**config.mk**
```make
export PLATFORM = sky130hd
export DESIGN_NAME = mac_wave_seq_ctrl
export DESIGN_NICKNAME = d
export VERILOG_FILES = /design/src/rtl/mac_wave_seq_ctrl.sv
export SDC_FILE = /design/constraint.sdc
export NUM_CORES = 1
export LEC_CHECK = 0
export CORE_UTILIZATION = 30
export DETAILED_ROUTE_END_ITERATION = 10
export PLACE_DENSITY = 0.47
export SYNTH_ARGS = -nofsm -noshare
export SYNTH_HDL_FRONTEND = slang
export SYNTH_SLANG_ARGS = --single-unit
```
**constraint.sdc**
```tcl
create_clock -name clk -period 3.6 [get_ports clk]
set_clock_uncertainty 0.15 [all_clocks]
set_input_delay 0.36 -clock clk [delete_from_list [all_inputs] [get_ports clk]]
set_output_delay 0.36 -clock clk [all_outputs]
set_load 0.03 [all_outputs]
```
**src/rtl/mac_wave_seq_ctrl.sv**
```systemverilog
// Sequencer for a bit-serial 16-lane MAC: prime, clear, column/tile issue with stall, drain, result hold.
// Optional performance counters (perf_jobs, perf_stalls) are built when MAC_SEQ_PERF_CNT_EN is defined.
module mac_wave_seq_ctrl #(
  parameter int TILE_W = 8,
  parameter int PERF_W = 32
) (
  input  logic              clk,
  input  logic              reset,
  input  logic              job_valid,
  output logic              job_ready,
  input  logic [2:0]        job_ncols,
  input  logic [TILE_W-1:0] job_ntiles,
  input  logic              job_load_prev,
  input  logic              job_pool,
  input  logic              act_valid,
  output logic              act_ready,
  output logic              mac_reset,
  output logic              mac_en,
  output logic              mac_load_accum,
  output logic              mac_is_pooling,
  output logic [2:0]        mac_column_idx,
  output logic              bit_gate,
  output logic [TILE_W-1:0] tile_idx,
  output logic              res_valid,
  input  logic              res_ready,
  output logic              busy
`ifdef MAC_SEQ_PERF_CNT_EN
  ,
  output logic [PERF_W-1:0] perf_jobs,
  output logic [PERF_W-1:0] perf_stalls
`endif
);

  if (TILE_W < 1 || PERF_W < 1) begin : g_param_check
    $error("mac_wave_seq_ctrl: TILE_W and PERF_W must be positive");
  end

  typedef enum logic [2:0] {
    S_IDLE,
    S_PRIME,
    S_CLR,
    S_ISSUE,
    S_DRAIN,
    S_DONE
  } state_t;

  state_t            state;
  logic [2:0]        ncols_m1;
  logic [TILE_W-1:0] tile_last;
  logic              load_prev;
  logic              first_pending;
  logic [2:0]        col;
  logic [TILE_W-1:0] tile;
  logic              job_ready_r;
  logic              busy_r;
  logic              pool_r;
  logic              bit_gate_r;
  logic              res_valid_r;
  logic              pump_r;   // PRIME/DRAIN: clock the pipe register with a zero psum
  logic              clr_r;
  logic              issue_fire;

  assign issue_fire = (state == S_ISSUE) && act_valid && !reset;

  always_ff @(posedge clk) begin
    if (reset) begin
      state         <= S_IDLE;
      job_ready_r   <= 1'b1;
      busy_r        <= 1'b0;
      pool_r        <= 1'b0;
      bit_gate_r    <= 1'b0;
      res_valid_r   <= 1'b0;
      pump_r        <= 1'b0;
      clr_r         <= 1'b0;
      col           <= '0;
      tile          <= '0;
      ncols_m1      <= '0;
      tile_last     <= '0;
      load_prev     <= 1'b0;
      first_pending <= 1'b0;
    end else begin
      case (state)
        S_IDLE: begin
          if (job_valid) begin
            state         <= S_PRIME;
            job_ready_r   <= 1'b0;
            busy_r        <= 1'b1;
            pool_r        <= job_pool;
            pump_r        <= 1'b1;
            ncols_m1      <= (job_ncols == 3'd0) ? 3'd0 : job_ncols - 3'd1;
            tile_last     <= (job_ntiles == '0) ? '0 : job_ntiles - 1'b1;
            load_prev     <= job_load_prev;
            first_pending <= 1'b1;
          end
        end
        S_PRIME: begin
          state  <= S_CLR;
          pump_r <= 1'b0;
          clr_r  <= 1'b1;
        end
        S_CLR: begin
          state      <= S_ISSUE;
          clr_r      <= 1'b0;
          bit_gate_r <= 1'b1;
          col        <= ncols_m1;
          tile       <= '0;
        end
        S_ISSUE: begin
          // Stalled cycles change nothing, so first_pending survives until the first real issue.
          if (act_valid) begin
            first_pending <= 1'b0;
            if (col != 3'd0) begin
              col <= col - 3'd1;
            end else if (tile != tile_last) begin
              tile <= tile + 1'b1;
              col  <= ncols_m1;
            end else begin
              state      <= S_DRAIN;
              bit_gate_r <= 1'b0;
              pump_r     <= 1'b1;
            end
          end
        end
        S_DRAIN: begin
          state       <= S_DONE;
          pump_r      <= 1'b0;
          res_valid_r <= 1'b1;
        end
        S_DONE: begin
          if (res_ready) begin
            state       <= S_IDLE;
            res_valid_r <= 1'b0;
            busy_r      <= 1'b0;
            job_ready_r <= 1'b1;
            pool_r      <= 1'b0;
            col         <= '0;
            tile        <= '0;
          end
        end
        default: state <= S_IDLE;
      endcase
    end
  end

  // Enable-type outputs are forced off while reset is asserted so an abandoned job consumes nothing.
  assign mac_en         = !reset && (pump_r || ((state == S_ISSUE) && act_valid));
  assign act_ready      = issue_fire;
  assign mac_reset      = reset || clr_r;
  assign mac_load_accum = issue_fire && first_pending && load_prev;
  assign mac_is_pooling = pool_r;
  assign mac_column_idx = col;
  assign bit_gate       = bit_gate_r;
  assign tile_idx       = tile;
  assign res_valid      = res_valid_r;
  assign job_ready      = job_ready_r;
  assign busy           = busy_r;

`ifdef MAC_SEQ_PERF_CNT_EN
  logic [PERF_W-1:0] jobs_cnt;
  logic [PERF_W-1:0] stalls_cnt;

  always_ff @(posedge clk) begin
    if (reset) begin
      jobs_cnt   <= '0;
      stalls_cnt <= '0;
    end else begin
      if ((state == S_DONE) && res_ready && (jobs_cnt != '1)) begin
        jobs_cnt <= jobs_cnt + 1'b1;
      end
      if ((state == S_ISSUE) && !act_valid && (stalls_cnt != '1)) begin
        stalls_cnt <= stalls_cnt + 1'b1;
      end
    end
  end

  assign perf_jobs   = jobs_cnt;
  assign perf_stalls = stalls_cnt;
`endif

endmodule

```
# Yosys cells after proc, flatten, opt, wreduce, memory -nomap -nowiden
# Index checks and enable logic that the tools add are counted.
[word_totals]
register_bits = 34
out_inout_bits = 20
word_cells = 97
inputBits = 18
[classes]
eq_ne = 13
n_reduce_logical = 29
addsub = 4
n_mux = 37
[ops]
columns = ["cell", "count"]
rows = [
  ["$mux 8", 5],
  ["$mux 3", 9],
  ["$pmux 8 s3", 1],
  ["$pmux 3 s6", 1],
  ["$reduce_and 5->1", 3],
  ["$pmux 1 s2", 7],
  ["$mux 1", 12],
  ["$ne 2x2->1 const B", 5],
  ["$reduce_bool 2->1", 5],
  ["$pmux 3 s3", 1],
  ["$reduce_bool 3->1", 3],
  ["$add 8x1->8 const B", 1],
  ["$logic_not 8->1", 1],
  ["$ne 8x8->1", 1],
  ["$reduce_and 4->1", 2],
  ["$sub 8x1->8 const B", 1],
  ["$eq 3x2->1 const B", 2],
  ["$eq 3x3->1 const B", 2],
  ["$logic_not 3->1", 2],
  ["$reduce_and 3->1", 2],
  ["$sub 3x1->3 const B", 2],
  ["$logic_and 1x1->1", 5],
  ["$reduce_and 2->1", 2],
  ["$eq 3x1->1 const B", 1],
  ["other kinds (6)", 7],
]

# Logic depth before layout (Yosys ltp)
# Gate-level depths: netlist (run 1).
[depth]
word_depth = 5
depth_mapped = 8
depth_no_buf = 8

# Least setup slack after synthesis (run 1)
# OpenSTA, ideal clock, no wires.
[synth_path]
path_kind = "reg2out"
startpoint = "register state[1]"
endpoint = "output port mac_load_accum"
arrival_ns = 2.098
required_time_ns = 3.090
slack_ns = 0.992
n_path_buf = 2
stages_incl_launch_ff = 7
cell_sequence = "dfxtp_1 buf_4 nand2_1 or2_0 clkbuf_1 nor3b_1 and3_1"
[synth_via]
elab_chain_cells = 5
[synth_rtl]
columns = ["element", "line", "source"]
rows = [
  ["start: declaration", "47", "state_t state;"],
  ["start signal: assignment", "67", "state <= S_IDLE;"],
  ["start signal: assignment", "85", "state <= S_PRIME;"],
  ["start signal: assignment", "97", "state <= S_CLR;"],
  ["$eq 3x2->1", "63", "assign issue_fire = (state == S_ISSUE) && act_valid && !reset;"],
  ["$logic_and 1x1->1 (2 in a row)", "63", ""],
  ["net act_ready", "16", "output logic act_ready,"],
  ["$logic_and 1x1->1 (2 in a row)", "149", "assign mac_load_accum = issue_fire && first_pending && load_prev;"],
  ["end: declaration", "19", "output logic mac_load_accum,"],
]
# The timed path passes the listed nets, and every way through them passes these cells.

# Final worst setup path (run 1)
[layout_path]
startpoint = "register state[0]"
endpoint = "output port mac_load_accum"
[layout_via]
elab_chain_cells = 5
[layout_rtl]
columns = ["element", "line"]
rows = [
  ["$eq 3x2->1", "63"],
  ["$logic_and 1x1->1 (2 in a row)", "63"],
  ["$logic_and 1x1->1 (2 in a row)", "149"],
]
# No other way between the ends.

==> flow_summary.ini, run 1 <==
[critical_path]
crit_required_ns = 3.09
r2r_start = mac_column_idx[0]$_SDFFE_PP0P_
critPathMaxFanout = 14
r2r_cells = 8
startpoint_type = register
critPathSlowestCell = clkdlybuf4s50_1
crit_buf_inv = 1
r2r_setup_slack_ns = 1.31
end_kind = output pin
worstPathArrival_ns = 2.80
critPathKind = register to output pin
cp_top_family = simple AND/OR/NAND/NOR gates
crit_path_cell_trace = nand2_1 > or2_0 > nor3b_1 > and3_1 > clkdlybuf4s50_1
slowest_delay_ns = 0.67
rr_endpoint = tile_idx[4]$_SDFFE_PP0P_

[power_and_ir_drop]
comb_power_share_pct = 28.3
p_per_area_nw_per_um2 = 447
p_clk_share_pct = 31.9
power_switching_share_pct = 32.9
ir_drop_uv = 157
internal_power_uw = 740
pwr-share-seq_pct = 39.7
switching_power_uw = 363
p_leak_uw = 0.000942

[route]
wirelength_um = 5000
viasPerCell = 5.09
post_drt_wl_per_cell_um = 14.1
firstDrtPassIters = 4
drc = 0
drtAntennaViolNets = 0
drt_iter0_drc = 129
num_vias = 1802

[job]
maxCapViolCount = 0

[timing]
rsz0062_at_grt = no
report.final.slew_viol_count = 0
finalHoldViolations = 0
setup_violations = 0
fin_crit_ns = 3.31
worstMarginPinSlew_ns = 0.553
setup_ws_ns = 0.286
tns_ns = 0
clock.fmax_mhz = 302
slew_headroom_pct = 63.1
fin_crit_sh_pct = 92.1

[clocking]
hold_buffers = 0
cts_buffer_depth = 2
cts.sinks = 34
cts_buffers = 5
cts_resized = 0
cts_tree = done
root_buffer = clkbuf_8
clk_pin_slew_ns = 0.07
ctsHtreeMaxLevel = 2
cts_setup_buffers = 0
clock_latency_ns = 0.29

[floorplan]
die_h_um = 82.2
die_area_um2 = 6760
fp.coreArea_um2 = 6060
start_util_pct = 31.9
io_pins = 38
row_count = 28
die_w_um = 82.2

[outcome]
status = finished, final reports clean

[worst_hold_path]
hp-start = job_ready$_SDFFE_PP1P_
whs_path_depth = 2
hold_class = register to register
min_to = job_ready$_SDFFE_PP1P_

[place]
portBuffers = 37
place_hpwl_um = 3620
dp_slack_ns = 0.655
placed_area_um2 = 2360
gp_congestion = 0.733

[synth]
synthesis.instances = 244
syn_avg_cell_area_um2 = 7.91
ys_ff_latch = 34
synth-edff-count = 0
yosysWarnings = 0
ys.flop_type = dfxtp_1
synth_cell_types = 49
synth-seq-area-share_pct = 35.3
async_flop_share_pct = 0
syn_area_um2 = 1930
syn_nets = 269

[layout]
antenna_cells = 0
syn2layout_area_growth_pct = 27.8
drive_above_1_share_pct = 6.45
final_nets = 303
final_cell_mix = 37 x clkdlybuf4s50_1, 34 x dfxtp_1, 29 x nor2_1
final_common_cell = clkdlybuf4s50_1
final_area_um2 = 2470

[grt]
grt_pass1_wl_um = 8420
track_usage_pct = 16.7
grt_max_degree = 32
grt-ovfl-total = 0
antenna_found_initial = 0
grt_pass1_vias = 1633
==> tightest hold or removal path, stage by stage, from the launching register on <==
cell and delay [ns]:
dfxtp_1 0.32, nand2_1 0.05, nand2_1 0.04
==> power groups by stage <==
stage	clock (µW)	combinational, µW	sequential (µW)
detailed placement	0	313	447
floorplan	0	203	458
global placement	0	315	447
CTS	360	314	439
finish	352	313	438
global route	376	350	443
==> kinds of logic after synthesis <==
logic type / share of synthesized area, %
AOI/OAI and AO/OA: 22.2
buffers and inverters: 6.35
xor gates and xnor gates: 6.35
adders and majority gates: 4.54
DFF: 35.3
and+or+nand+nor: 24.8
muxes: 0.518
==> stage by stage <==
stage	hold slack (ns)	utilization (%)	std cells	total power (µW)
after global placement	0.285	38.9	346	762
after global routing	0.326	40.7	354	1170
final	0.302	40.7	354	1100
after detailed placement	0.285	38.9	346	760
after floorplan	0.282	-	244	661
after CTS	0.301	40.7	354	1110
==> worst max path at each step <==
stage | from | cells after the start | slack (ns) | to
global route | state[0]$_SDFFE_PP0P_ | 5 | 0.14 | mac_load_accum
global placement | state[0]$_SDFFE_PP0P_ | 5 | 0.70 | mac_load_accum
finish | state[0]$_SDFFE_PP0P_ | 5 | 0.29 | mac_load_accum
detailed placement | state[0]$_SDFFE_PP0P_ | 5 | 0.66 | mac_load_accum
CTS | state[0]$_SDFFE_PP0P_ | 5 | 0.31 | mac_load_accum
floorplan | state[1]$_SDFFE_PP0P_ | 6 | 0.99 | mac_load_accum
==> routing by layer <==
layer  track usage [%]  wire (µm)
met2              24.3       2160
met1              24.2       2590
met5                 0          0
met3              3.52        178
met4              5.26         70
==> synthesized netlist by cell type, types with 2 or more instances <==
cell,count,area [µm²]
nor3_1,6,30.0
nand3_1,5,25.0
nor2b_1,2,12.5
nor2_1,29,109
clkbuf_1,10,37.5
nand2_1,27,101
xnor2_1,2,17.5
nand4_1,3,18.8
ha_1,7,87.6
xor2_1,12,105
a21oi_1,15,75.1
a22oi_1,8,60.1
a211oi_1,8,60.1
inv_1,15,56.3
o32a_1,3,30.0
o21bai_1,2,15.0
or3_1,2,12.5
or4_1,4,30.0
o21a_1,2,15.0
o21ai_0,5,25.0
or2_2,3,18.8
dfxtp_1,34,681
o211ai_1,5,37.5
a311oi_1,3,26.3
and3_1,3,18.8
nand2b_1,4,25.0
buf_2,2,10.0
a31oi_1,2,12.5
==> state kept, by name (all words and copies together), names as in the netlist, 3 cells and up <==
name / cells
ncols_m1: 3
mac_column_idx: 3
tile_idx: 8
state: 3
tile_last: 8
==> layout make-up <==
class,instances,area (µm²)
multi-input cells,181,1130
inverters,15,56.3
repair buffers,41,400
clock buffers,5,68.8
well taps,75,93.8
fillers,627,3590
flip-flops and latches,34,681
clock inverters,3,40.0
No activity file was read; power rests on OpenSTA's default activity.
==> inputs of run 2 (changes only) <==
--- a/config.mk
+++ b/config.mk
@@ -5,6 +5,7 @@
 export SDC_FILE = /design/constraint.sdc
 export NUM_CORES = 1
 export LEC_CHECK = 0
+export CORE_MARGIN = 3
 export CORE_UTILIZATION = 30
 export DETAILED_ROUTE_END_ITERATION = 10
 export PLACE_DENSITY = 0.47
==> run 2 against run 1 <==
  * Sequential share of layout area barely moved
  * Largest power group unchanged
  * Via count grew 2.0%
  * Count of clock-buffer cells in the layout is 2 higher
  * Register-to-register slack got worse by 0.05 ns
  * Cell count grew 0.56%
==> flow_summary.ini, run 2 (same netlist as run 1, synthesis figures left out) <==
[critical_path]
critPathMaxFanout = 17
slowest_delay_ns = 0.66
r2r_cells = 8
r2r_setup_slack_ns = 1.26
crit_path_cell_trace = buf_4 > or2_0 > nor3b_1 > and3_1 > clkdlybuf4s50_1
rr_endpoint = tile_idx[4]$_SDFFE_PP0P_
critPathSlowestCell = clkdlybuf4s50_1
startpoint_type = register
critPathKind = register to output pin
end_kind = output pin
crit_required_ns = 3.09
r2r_start = mac_column_idx[0]$_SDFFE_PP0P_
worstPathArrival_ns = 2.38

[clocking]
hold_buffers = 0
cts_setup_buffers = 0
root_buffer = clkbuf_8
cts_resized = 0
cts_tree = done
cts_buffers = 5
clock_latency_ns = 0.28
cts.sinks = 34
cts_buffer_depth = 2
clk_pin_slew_ns = 0.07
ctsHtreeMaxLevel = 2

[power_and_ir_drop]
pwr-share-seq_pct = 40.9
internal_power_uw = 695
switching_power_uw = 358
power_switching_share_pct = 34.0
p_per_area_nw_per_um2 = 427
ir_drop_uv = 172
p_total_uw = 1050
p_leak_uw = 0.000943
comb_power_share_pct = 31.1
p_clk_share_pct = 28.0

[place]
dp.cells = 348
portBuffers = 37
gp_congestion = 0.783
place_hpwl_um = 3690

[timing]
rsz0062_at_grt = no
report.final.slew_viol_count = 0
slew_headroom_pct = 61.8
finalHoldViolations = 0
fin_crit_ns = 2.89
tns_ns = 0
clock.fmax_mhz = 347
worstMarginPinSlew_ns = 0.573
setup_violations = 0
fin_crit_sh_pct = 80.2
holdWs_ns = 0.296

[layout]
stdcell_count = 356
antenna_cells = 0
fin_util_pct = 40.7
drive_above_1_share_pct = 6.76
final_common_cell = clkdlybuf4s50_1
final_nets = 305
syn2layout_area_growth_pct = 27.7
final_cell_mix = 37 x clkdlybuf4s50_1, 34 x dfxtp_1, 29 x nor2_1

[route]
viasPerCell = 5.16
wirelength_um = 5090
drt_iter0_drc = 82
drtAntennaViolNets = 0
drc = 0
post_drt_wl_per_cell_um = 14.3
num_vias = 1838
firstDrtPassIters = 4

[floorplan]
start_util_pct = 31.9
die_w_um = 86.2
die_h_um = 86.2
io_pins = 38
fp.coreArea_um2 = 6060
die_area_um2 = 7430
row_count = 28

[worst_hold_path]
hp-start = job_ready$_SDFFE_PP1P_
whs_path_depth = 2
min_to = job_ready$_SDFFE_PP1P_
hold_class = register to register

[grt]
antenna_found_initial = 0
grt_pass1_wl_um = 8780
grt_max_degree = 39
track_usage_pct = 14.7
grt-ovfl-total = 0
grt_pass1_vias = 1757

[job]
maxCapViolCount = 0

[outcome]
status = finished, final reports clean
==> run 2: changes by cell type in the layout (fill, tap and decap cells not counted), sizes merged <==
cell    before  now
buf          4    6
clkbuf       5    7
clkinv       2    1
bufinv       1    0
==> run 2: how the worst max path moves through the flow <==
stage                          end  cells past startpoint  slack (ns)             startpoint
floorplan           mac_load_accum                      6        0.99  state[1]$_SDFFE_PP0P_
global placement    mac_load_accum                      4        0.93              act_valid
detailed placement  mac_load_accum                      4        0.95              act_valid
CTS                 mac_load_accum                      5        0.71  state[2]$_SDFFE_PP0P_
global route        mac_load_accum                      5        0.58  state[2]$_SDFFE_PP0P_
finish              mac_load_accum                      5        0.71  state[2]$_SDFFE_PP0P_
==> run 2: power by group through the flow <==
| stage | logic (µW) | clock network, µW | registers, µW |
|---|---|---|---|
| 2_1_floorplan | 203 | 0 | 458 |
| 3_3_place_gp | 327 | 0 | 440 |
| 3_5_place_dp | 326 | 0 | 439 |
| 4_1_cts | 328 | 307 | 431 |
| 5_1_grt | 363 | 326 | 435 |
| 6_report | 327 | 295 | 430 |
==> run 2: layout make-up <==
class | count | area [µm²]
multi-input cells | 181 | 1130
repair buffers | 43 | 415
clock inverters | 1 | 5.00
inverters | 15 | 56.3
well taps | 75 | 93.8
clock buffers | 7 | 86.3
flip-flops and latches | 34 | 681
fillers | 659 | 3600
==> run 2: worst max-delay path: cells and delay by family, from the launching register on <==
family / cells / cell delay [ns]
buffers and inverters: 2 / 0.84
DFF: 1 / 0.30
and+or+nand+nor: 3 / 0.96
==> run 2: metal layers <==
metal	vias up	wire, µm	global-route usage (%)
li1	939	-	-
met1	855	2620	21.8
met2	38	2240	21.7
met3	6	162	2.00
met4	0	74	5.10
met5	-	0	0
==> run 2: per-stage QoR <==
stage | worst slack, ns | area, µm²
3_5_place_dp | 0.952 | 2370
5_1_grt | 0.584 | 2460
6_report | 0.714 | 2460
3_3_place_gp | 0.927 | 2370
4_1_cts | 0.708 | 2460
2_1_floorplan | 0.992 | 1930
==> RTL change 1: new RTL, flow settings as in run 2 <==
Change the parameter `TILE_W` from 8 to 12.
--- a/src/rtl/mac_wave_seq_ctrl.sv
+++ b/src/rtl/mac_wave_seq_ctrl.sv
@@ -3,3 +3,3 @@
 module mac_wave_seq_ctrl #(
-  parameter int TILE_W = 8,
+  parameter int TILE_W = 12,
   parameter int PERF_W = 32
Ports: changed (resized job_ntiles and tile_idx); port bits go from 38 to 46. No check against the original RTL was run, so the function may have changed too.
==> RTL change 1 against run 2 <==
- worst hold slack better by 0.0036 ns
- cell count is 26% higher
- utilization is 0.94 points lower
- first-iteration DRC count is 2.4% lower
- design area is 26% higher
- sequential cell count is 8 higher
- count of clock-buffer cells in the layout is 1 lower
- power is 18% higher
- area after synthesis is 26% higher
- routed wire length is 30% higher
- via count is 25% higher
- worst setup slack worse by 0.18 ns
- critical path type unchanged
- largest cell class unchanged
- largest power group unchanged
- highest routed layer unchanged
==> RTL change 1: results (changes against run 2) <==
.. list-table::
   :header-rows: 1

   * - Metric
     - Value
   * - Setup slack at placement
     - 0.866 ns (-0.0859 ns)
   * - Total power
     - 1.24 mW (+18%)
   * - Detailed router's first-iteration violation count
     - 80 (-2.4%)
   * - Post-Place Cell Area
     - 0.00296 mm2 (+25%)
   * - Mean post-synth cell area
     - 7.89 um2 (-0.24%)
   * - Clock transition at path regs
     - 0.09 ns (+0.02 ns)
   * - Clk Latency, worst-skew pair
     - 0.30 ns (+0.02 ns)
   * - Clock group total power
     - 468 uW (+59%)
   * - Overall fraction of global-route tracks in use
     - 0.146 (-0.00102)
   * - Status
     - finished clean
   * - Input/output buffers
     - 45 (+22%)
   * - Smallest hold slack
     - 0.299 ns (+0.00358 ns)
   * - Static Leak
     - 1.06 nW (+13%)
   * - Post-synth net total
     - 337 (+25%)
   * - Total wirelength of the detailed-routed design
     - 6600 um (+30%)
   * - Cell area after layout
     - 0.00310 mm2 (+26%)
   * - Global-route wire length before repair
     - 10600 um (+20%)
   * - Maximum vdd ir drop
     - 0.000166 V (-3.9%)
   * - Number of distinct library cells after synthesis
     - 45 (-8.2%)
   * - Antenna violations before repair
     - 0 (unchanged)
   * - Synth cell count leaders
     - sky130_fd_sc_hd__dfxtp_1, sky130_fd_sc_hd__nand2_1, sky130_fd_sc_hd__nor2_1, sky130_fd_sc_hd__a21oi_1, sky130_fd_sc_hd__inv_1
   * - Data arrival time of the worst path
     - 2.56 ns (+0.18 ns)
   * - Cells resized by post-CTS repair
     - 0 (unchanged)
   * - Final Cycle Share
     - 0.852 (+0.0506)
   * - Routability cong.
     - 0.799 (+2.0%)
   * - Clock Tree Buf Depth
     - 2 (unchanged)
   * - Top cells by area, synth
     - sky130_fd_sc_hd__dfxtp_1, sky130_fd_sc_hd__xnor2_1, sky130_fd_sc_hd__nand2_1, sky130_fd_sc_hd__nor2_1, sky130_fd_sc_hd__a21oi_1
   * - Vias in the first global route
     - 2076 (+18%)
   * - Detailed-router iteration count before antenna repair
     - 5 (+1)
   * - Flop2flop setup slack
     - 1.08 ns (-0.18 ns)
   * - Peak fanout along the critical path
     - 16 (-1)
   * - Placed Cells
     - 440 (+26%)
   * - Half-perimeter wire length after detailed placement
     - 4850 um (+32%)
   * - Least-Margin Pin Slew
     - 1.02 ns (+0.444 ns)
[RTL change 1: metal layers]
metal / share of wire / wire, um / global-route usage / vias up
met4: 0.012 / 80 / 0.0438 / 0
met3: 0.034 / 225 / 0.0227 / 6
li1: - / - / - / 1190
met5: 0 / 0 / 0 / -
met2: 0.44 / 2890 / 0.214 / 56
met1: 0.52 / 3410 / 0.217 / 1049
[RTL change 1: worst paths after layout]
check	start	endpoint	depth (start not counted)
min	job_ready	job_ready	2
min reg2reg	job_ready	job_ready	2
max reg2reg	state[1]	tile_idx[2]	4
max	state[1]	mac_load_accum	5
[RTL change 1: final cells by class]
type,instances,area share
sequential,42,0.271
multi-input combinational,233,0.471
inverter,15,0.0182
clock inverter,2,0.0194
timing repair buffer,48,0.152
clock buffer,6,0.0266
tap,102,0.0411
[RTL change 1: kinds of logic after synthesis]
kind of cell | share of synthesized area
compound gates | 0.218
xor+xnor | 0.0793
fa+ha+maj | 0.0360
buf+inv | 0.0530
flops | 0.346
simple gates | 0.268
==> RTL change 2: new RTL, flow settings as in run 2 <==
Without the edit above. Re-encode `state_t` (6 states) as one-hot, 6 bits wide.
--- a/src/rtl/mac_wave_seq_ctrl.sv
+++ b/src/rtl/mac_wave_seq_ctrl.sv
@@ -37,9 +37,9 @@
 
-  typedef enum logic [2:0] {
-    S_IDLE,
-    S_PRIME,
-    S_CLR,
-    S_ISSUE,
-    S_DRAIN,
-    S_DONE
+  typedef enum logic [5:0] {
+    S_IDLE  = 6'b000001,
+    S_PRIME = 6'b000010,
+    S_CLR   = 6'b000100,
+    S_ISSUE = 6'b001000,
+    S_DRAIN = 6'b010000,
+    S_DONE  = 6'b100000
   } state_t;
Behaviour: no difference found for any inputs over 10 cycles, from zero or initial values and one cycle with reset high; not proved beyond that.
==> RTL change 2 against run 2 <==
- worst setup slack lost 0.10 ns
- power is 1.9% lower
- design area rose by 7.5%
- routed wire length grew 4.2%
- via count increased by 4.2%
- sequential cell count up 3
- critical path depth unchanged
- non-clock buffer count shrank 5
- cell count up 8.7%
- register-to-register slack improved by 0.14 ns
- area after synthesis is 11% higher
- first-iteration DRC count fell by 2.4%
==> RTL change 2: results (changes against run 2) <==
.. list-table::
   :header-rows: 1

   * - Metric
     - Value
   * - Cell area after layout
     - 0.00265 mm2 (+7.5%)
   * - Layout cell share with drive strength beyond 1
     - 0.0687 (+0.00111)
   * - Global-route wire length before repair
     - 8980 um (+2.2%)
   * - Detailed router's first-iteration violation count
     - 80 (-2.4%)
   * - Share of cell area taken by muxes after synthesis
     - 0.0187 (+0.0135)
   * - Overall fraction of global-route tracks in use
     - 0.135 (-0.0123)
   * - Number of distinct library cells after synthesis
     - 51 (+4.1%)
   * - Top cells by area, synth
     - sky130_fd_sc_hd__dfxtp_1, sky130_fd_sc_hd__nand2_1, sky130_fd_sc_hd__xnor2_1, sky130_fd_sc_hd__a21oi_1, sky130_fd_sc_hd__ha_1
   * - Post-synth net total
     - 286 (+6.3%)
   * - Static Leak
     - 0.911 nW (-3.5%)
   * - Peak fanout along the critical path
     - 11 (-6)
   * - Net Sw Frac
     - 0.315 (-0.0254)
   * - Status
     - finished clean
   * - Half-perimeter wire length after detailed placement
     - 3940 um (+6.8%)
   * - Gate Count Post-Synth
     - 261 (+7.0%)
   * - Post-Place Cell Area
     - 0.00256 mm2 (+8.0%)
   * - Vias in the first global route
     - 1910 (+8.7%)
   * - Routability cong.
     - 0.850 (+8.5%)
   * - Maximum number of pins on one net before global-route repair
     - 33 (-15%)
   * - Setup slack at placement
     - 0.918 ns (-0.0333 ns)
   * - Least-Margin Pin Slew
     - 0.583 ns (+0.0105 ns)
   * - Share of the yosys chip area belonging to registers
     - 0.346 (-0.00697)
   * - Maximum vdd ir drop
     - 0.000128 V (-26%)
   * - Data arrival time of the worst path
     - 2.48 ns (+0.10 ns)
   * - Area share of xor/xnor cells in the synthesized design
     - 0.0695 (+0.00596)
   * - Final-stage net count
     - 316 (+3.6%)
   * - Arithmetic-cell share of the synthesized area counting full adders, half adders and majority gates
     - 0.0409 (-0.00450)
   * - Post-DR vias/cell
     - 4.95 (-4.2%)
RTL change 2: power groups by stage:
stage	Sequential (mW)	Clock, mW	Combinational, mW
2_1_floorplan	0.476	0	0.194
3_3_place_gp	0.486	0	0.259
3_5_place_dp	0.486	0	0.257
4_1_cts	0.477	0.310	0.258
5_1_grt	0.482	0.325	0.286
6_report	0.477	0.299	0.256
RTL change 2: kinds of logic after synthesis:
kind of cell / Yosys count
buffers and inverters: 24
AO/OA/AOI/OAI: 57
XOR/XNOR: 17
flip-flops: 37
AND/OR/NAND/NOR: 115
multiplexers: 4
adder cells (fa/ha/maj): 7
RTL change 2: layout make-up:
type                       count  share of cell area
inverter                       9              0.0127
multi-input combinational    200               0.487
timing repair buffer          38               0.143
sequential                    37               0.280
clock buffer                   7              0.0326
tap                           96              0.0453
RTL change 2: routing by layer:
metal | GRT usage | share of wire
met5 | 0 | 0
met4 | 0.0421 | 0.014
met3 | 0.0283 | 0.031
met2 | 0.219 | 0.45
met1 | 0.177 | 0.51
RTL change 2: worst paths after layout:
path / start / end / slack (ns) / cells after the start
max: state[5] / mac_load_accum / 0.61 / 5
min: res_valid / res_valid / 0.31 / 2
max reg2reg: mac_column_idx[0] / tile_idx[3] / 1.40 / 7
min reg2reg: res_valid / res_valid / 0.31 / 2
RTL change 2: critical path, cell delays in order, from the launching register on:
cell and delay, ns:
sky130_fd_sc_hd__dfxtp_1 0.43, sky130_fd_sc_hd__nor4_4 0.40, sky130_fd_sc_hd__and2_2 0.31, sky130_fd_sc_hd__and3_1 0.22
sky130_fd_sc_hd__and3_1 0.16, sky130_fd_sc_hd__clkdlybuf4s50_1 0.66
